--- config.mk ---
export PLATFORM = sky130hd
export DESIGN_NAME = pcpu_run_ctrl
export DESIGN_NICKNAME = d
export VERILOG_FILES = /design/src/rtl/pcpu_run_ctrl_pkg.sv /design/src/rtl/pcpu_run_ctrl_cnt.sv /design/src/rtl/pcpu_run_ctrl.sv
export SDC_FILE = /design/constraint.sdc
export NUM_CORES = 1
export LEC_CHECK = 0
export BUFFER_PORTS_ARGS = -buffer_cell sky130_fd_sc_hd__buf_2
export CAP_MARGIN = 20
export CORE_MARGIN = 8
export CORE_UTILIZATION = 43
export DETAILED_ROUTE_END_ITERATION = 8
export PLACE_DENSITY = 0.73
export SLEW_MARGIN = 20
export SYNTH_ARGS = -nofsm -noshare
export SYNTH_HDL_FRONTEND = slang
export SYNTH_HIERARCHICAL = 1
export SYNTH_SLANG_ARGS = --single-unit
--- constraint.sdc ---
create_clock -name clock -period 1.95 [get_ports clock]
set_input_delay 0.2925 -clock clock [delete_from_list [all_inputs] [get_ports clock]]
set_output_delay 0.2925 -clock clock [all_outputs]
set_load 0.03 [all_outputs]
--- src/rtl/pcpu_run_ctrl_pkg.sv ---
// Shared definitions for the pipelined-CPU run controller: state encoding,
// HALT opcode, drain length and the step-length helper.
package pcpu_run_ctrl_pkg;

  typedef enum logic [2:0] {
    StIdle   = 3'd0,
    StRun    = 3'd1,
    StStep   = 3'd2,
    StPaused = 3'd3,
    StDrain  = 3'd4,
    StHalted = 3'd5
  } run_state_e;

  localparam logic [4:0] HALT_OP      = 5'b00001;
  localparam logic [3:0] DRAIN_CYCLES = 4'd4;

  // A step length of zero is treated as a single cycle.
  function automatic logic [3:0] step_len(input logic [3:0] n);
    return (n == 4'd0) ? 4'd1 : n;
  endfunction

endpackage

--- src/rtl/pcpu_run_ctrl_cnt.sv ---
// Loadable 4-bit down-counter shared by the STEP and DRAIN phases.
module run_ctrl_cnt (
  input  logic       clock,
  input  logic       reset,
  input  logic       load,
  input  logic [3:0] load_val,
  input  logic       dec,
  output logic       is_one
);

  logic [3:0] cnt_q;
  logic [3:0] cnt_d;

  always_comb begin
    cnt_d = cnt_q;
    if (load) begin
      cnt_d = load_val;
    end else if (dec && (cnt_q != 4'd0)) begin
      cnt_d = cnt_q - 4'd1;
    end
  end

  always_ff @(posedge clock or posedge reset) begin
    if (reset) begin
      cnt_q <= 4'd0;
    end else begin
      cnt_q <= cnt_d;
    end
  end

  assign is_one = (cnt_q == 4'd1);

endmodule

--- src/rtl/pcpu_run_ctrl.sv ---
// Run/step/stop controller for a pipelined CPU with HALT drain and an optional
// instruction-address breakpoint enabled by defining RUN_CTRL_BP_EN.
module pcpu_run_ctrl
  import pcpu_run_ctrl_pkg::*;
(
  input  logic        clock,
  input  logic        reset,
  input  logic        btn_start,
  input  logic        btn_step,
  input  logic        btn_stop,
  input  logic [3:0]  step_n,
  input  logic [7:0]  bp_addr,
  input  logic        bp_valid,
  input  logic [7:0]  i_addr,
  input  logic [15:0] i_datain,
  output logic        cpu_enable,
  output logic        cpu_start,
  output logic [2:0]  run_state,
  output logic [15:0] cycle_count,
  output logic        bp_hit
);

  run_state_e  state_q, state_d;
  logic        cpu_enable_q, cpu_enable_d;
  logic        cpu_start_q, cpu_start_d;
  logic [15:0] cycle_count_q;
  logic        cnt_load, cnt_dec, cnt_is_one;
  logic [3:0]  cnt_load_val;
  logic        halt_det, bp_match, bp_pause;

  assign halt_det = cpu_enable_q && (i_datain[15:11] == HALT_OP);

`ifdef RUN_CTRL_BP_EN
  assign bp_match = bp_valid && (i_addr == bp_addr);
`else
  assign bp_match = 1'b0;
`endif

  run_ctrl_cnt u_cnt (
    .clock    (clock),
    .reset    (reset),
    .load     (cnt_load),
    .load_val (cnt_load_val),
    .dec      (cnt_dec),
    .is_one   (cnt_is_one)
  );

  // Within RUN/STEP: stop > halt > breakpoint > step expiry.
  always_comb begin
    state_d      = state_q;
    cnt_load     = 1'b0;
    cnt_load_val = 4'd0;
    cnt_dec      = 1'b0;
    bp_pause     = 1'b0;
    unique case (state_q)
      StIdle, StPaused: begin
        if (btn_start) begin
          state_d = StRun;
        end else if (btn_step) begin
          state_d      = StStep;
          cnt_load     = 1'b1;
          cnt_load_val = step_len(step_n);
        end
      end
      StRun, StStep: begin
        if (btn_stop) begin
          state_d = StPaused;
        end else if (halt_det) begin
          state_d      = StDrain;
          cnt_load     = 1'b1;
          cnt_load_val = DRAIN_CYCLES;
        end else if (bp_match) begin
          state_d  = StPaused;
          bp_pause = 1'b1;
        end else if (state_q == StStep) begin
          cnt_dec = 1'b1;
          if (cnt_is_one) begin
            state_d = StPaused;
          end
        end
      end
      StDrain: begin
        cnt_dec = 1'b1;
        if (cnt_is_one) begin
          state_d = StHalted;
        end
      end
      StHalted: state_d = StHalted;
      default:  state_d = StIdle;
    endcase
  end

  always_comb begin
    cpu_enable_d = (state_d == StRun) || (state_d == StStep) || (state_d == StDrain);
    cpu_start_d  = ((state_q == StIdle) || (state_q == StPaused)) &&
                   ((state_d == StRun) || (state_d == StStep));
  end

  always_ff @(posedge clock or posedge reset) begin
    if (reset) begin
      state_q       <= StIdle;
      cpu_enable_q  <= 1'b0;
      cpu_start_q   <= 1'b0;
      cycle_count_q <= 16'd0;
    end else begin
      state_q      <= state_d;
      cpu_enable_q <= cpu_enable_d;
      cpu_start_q  <= cpu_start_d;
      if (cpu_enable_q && (cycle_count_q != 16'hFFFF)) begin
        cycle_count_q <= cycle_count_q + 16'd1;
      end
    end
  end

`ifdef RUN_CTRL_BP_EN
  logic bp_hit_q, bp_hit_d;

  always_comb begin
    bp_hit_d = bp_hit_q;
    if ((state_q == StPaused) && (state_d != StPaused)) begin
      bp_hit_d = 1'b0;
    end
    if (bp_pause) begin
      bp_hit_d = 1'b1;
    end
  end

  always_ff @(posedge clock or posedge reset) begin
    if (reset) begin
      bp_hit_q <= 1'b0;
    end else begin
      bp_hit_q <= bp_hit_d;
    end
  end

  assign bp_hit = bp_hit_q;

  logic unused_in;
  assign unused_in = ^i_datain[10:0];
`else
  assign bp_hit = 1'b0;

  // Breakpoint inputs have no function in this build.
  logic unused_in;
  assign unused_in = ^{bp_addr, bp_valid, i_addr, i_datain[10:0], bp_pause};
`endif

  assign cpu_enable  = cpu_enable_q;
  assign cpu_start   = cpu_start_q;
  assign run_state   = state_q;
  assign cycle_count = cycle_count_q;

endmodule

==> impl_metrics.env <==
export IMPL_syn_area_mm2=0.001504
export IMPL_clk_pin_slew_ns=0.12
export IMPL_layout_common_cells="buf_2 (34), dfrtp_1 (25), nand2_1 (14)"
export IMPL_port_buffers=34
export IMPL_grt_pass1_vias=1293
export IMPL_worstSkewPairLatency_ns=0.30
export IMPL_drt_pass1_iterations=4
export IMPL_critPathLaunchType="primary input"
export IMPL_syn_instance_count=159
export IMPL_drv_cap=0
export IMPL_drc=0
export IMPL_place_area_mm2=0.001797
export IMPL_p_clk_frac=0.093
export IMPL_holdCritPathClass="primary input to flip-flop"
export IMPL_cts_root_buf="clkbuf_4"
export IMPL_die_w_um=75.14
export IMPL_crit_buf_inv=1
export IMPL_grt_start_max_net_pins=22
export IMPL_peakVddDrop_mv=0.7655
export IMPL_fp_row_count=21
export IMPL_power_internal_mw=1.291
export IMPL_finish_utilization=0.5542
export IMPL_pre_cts_ws_ns=-0.3083
export IMPL_hold_viol_final=0
export IMPL_clockBufferDepth=2
export IMPL_cp_slowest_cell="or4b_4"
export IMPL_routed_wl_um=3140
export IMPL_hpwl_um=2493
export IMPL_syn_nets=204
export IMPL_max_freq_mhz=537.5
export IMPL_start_util=0.4507
export IMPL_final_common_cell="buf_2"
export IMPL_criticalPathCategory="primary input to flip-flop"
export IMPL_fill_cells=309
export IMPL_synth_distinct_cells=47
export IMPL_min_from="step_n[0]"
export IMPL_io_pins=64
export IMPL_skew_ns=0.002525
export IMPL_r2r_start="cycle_count[1]$_DFFE_PP0P_"
export IMPL_net_switching_power_mw=1.060
export IMPL_critPathArrivalTime_ns=2.06
export IMPL_max_stage_delay_ns=0.52
export IMPL_maxSlewViolCount=0
export IMPL_antenna_found_initial=0
export IMPL_synth_edf_count=0
export IMPL_holdPathEnd="u_cnt/cnt_q[0]$_DFFE_PP0P_"
export IMPL_p_sw_frac=0.4509
export IMPL_async_flop_share=1.000
export IMPL_finalCritPeriodShare=0.9540
export IMPL_drive_above_1_share=0.3122
export IMPL_ys_seq_area_frac=0.4160
export IMPL_r2r_cells=7
export IMPL_worst_hold_path_num_cells=5
export IMPL_htreeDepth=1
export IMPL_rsz0062_at_grt="no"
export IMPL_ff2ff_setup_slack_ns=0.15
export IMPL_leakagePower_nw=0.8836
export IMPL_gp_congestion=0.8127
export IMPL_gr_usage_all_layers=0.1244
export IMPL_status="complete, no violations"
export IMPL_final_antenna_net_count=0
export IMPL_p_seq_frac=0.361
export IMPL_die_h_um=75.14
export IMPL_syn_mean_instance_area_um2=9.459
export IMPL_drtIter0Drc=70
export IMPL_regArea_um2=625.6
export IMPL_via_per_inst=5.311
export IMPL_cts_tree="yes"
export IMPL_pwr_share_comb=0.546
export IMPL_area_delta_synth_final_pct=22.96
export IMPL_nets=251
export IMPL_dr_total_vias=1333
export IMPL_crit_family="simple AND/OR/NAND/NOR gates"
export IMPL_grt_pass1_wl_um=5595
export IMPL_antenna_cells=0
export IMPL_cts_inserted_buffers=3
export IMPL_ys_warn_count=6
export IMPL_layout_setup_ws_ns=0.08961
export IMPL_power_density_mw_per_mm2=1271
export IMPL_grt_overflow=0
export IMPL_path_cells="buf_2 -> or4b_4 -> or4_4 -> o21ai_4 -> nor3_1 -> a221o_1"
export IMPL_setup_violations=0
export IMPL_cp_max_fo=8
export IMPL_cts_num_sinks=25
export IMPL_die_area_mm2=0.005646
export IMPL_r2r_end="cycle_count[14]$_DFFE_PP0P_"
export IMPL_core_area_mm2=0.003337
export IMPL_synth_ff_type="dfrtp_1"
export IMPL_period_minus_slack_ns=1.860
export IMPL_routedWlPerCell_um=12.51
export IMPL_final_area_mm2=0.001849
export IMPL_required_ns=2.15
export IMPL_cp_end_kind="flip-flop"
export IMPL_synth_seq_cells=25
export IMPL_multiInputGateArea_um2=847.1
[sequential cells by signal, indices dropped and copies added, names as in the netlist]
register / count
u_cnt/cnt_q: 4
run_state: 3
cpu_enable: 1
cpu_start: 1
cycle_count: 16
[worst max-delay path by stage]
stage | from | to | slack, ns | cells past startpoint
finish | i_datain[12] | u_cnt/cnt_q[3]$_DFFE_PP0P_ | 0.09 | 6
detailed placement | i_datain[12] | u_cnt/cnt_q[3]$_DFFE_PP0P_ | -0.31 | 6
global route | i_datain[12] | u_cnt/cnt_q[0]$_DFFE_PP0P_ | 0.003 | 7
CTS | i_datain[12] | u_cnt/cnt_q[3]$_DFFE_PP0P_ | 0.04 | 6
global placement | i_datain[12] | u_cnt/cnt_q[3]$_DFFE_PP0P_ | -0.27 | 6
floorplan | i_datain[12] | u_cnt/cnt_q[3]$_DFFE_PP0P_ | -0.17 | 6
[worst reg2reg max path: stages (launching register included)]
cell	delay, ns
dfrtp_1	0.43
ha_1	0.21
and3_1	0.23
nand2_1	0.08
a211oi_1	0.33
buf_4	0.18
nand4_1	0.10
xnor2_1	0.14
[synthesized netlist by cell type (5+ instances only)]
cell type	count	area share
xor2_1	6	0.035
xnor2_1	10	0.058
o21ai_1	5	0.017
a21oi_1	6	0.020
inv_1	6	0.015
nand2_1	14	0.035
nor2_1	9	0.022
nand3_1	8	0.027
and3_1	6	0.025
dfrtp_1	25	0.42
[metrics by stage]
| stage | hold slack (ns) | std cells | TNS [ns] | power (mW) |
|---|---|---|---|---|
| floorplan | 0.05858 | 159 | -0.2589 | 1.751 |
| global placement | 0.1929 | 246 | -0.7768 | 2.117 |
| detailed placement | 0.1889 | 246 | -0.8561 | 2.129 |
| CTS | 0.3383 | 251 | 0 | 2.357 |
| global route | 0.3616 | 251 | 0 | 2.558 |
| finish | 0.3431 | 251 | 0 | 2.350 |
[metal layers]
| layer | routed length [um] | track usage |
|---|---|---|
| met2 | 1387 | 0.2035 |
| met4 | 28 | 0.05117 |
| met5 | 0 | 0 |
| met3 | 190 | 0.02130 |
| met1 | 1534 | 0.1574 |
[cells by family after synthesis]
| logic type | synth area share |
|---|---|
| flops | 0.4160 |
| buf+inv | 0.03660 |
| fa+ha+maj | 0.02496 |
| other cells | 0.002493 |
| mux | 0.006656 |
| compound gates | 0.1506 |
| xor+xnor | 0.09318 |
| simple gates | 0.2696 |
[power by group through the flow]
stage | registers (mW) | clock network (mW) | logic [mW]
floorplan | 1.05 | 0 | 0.703
global placement | 0.858 | 0 | 1.26
detailed placement | 0.857 | 0 | 1.27
CTS | 0.847 | 0.235 | 1.28
global route | 0.874 | 0.258 | 1.43
finish | 0.848 | 0.219 | 1.28
[layout make-up]
class | instances | share of cell area
flip-flops and latches | 25 | 0.3383
repair buffers | 47 | 0.1461
clock buffers | 4 | 0.01421
inverters | 6 | 0.01218
well taps | 46 | 0.03112
multi-input cells | 123 | 0.4581
[what timing repair did]
action | CTS | global route
setup buffers | 0 | 0
endpoints found under the hold margin | 25 | 0
endpoints found under the setup margin | 0 | 3
hold buffers | 1 | 0
gates resized for setup | 0 | 3
Power figures use the tool's default switching activity.
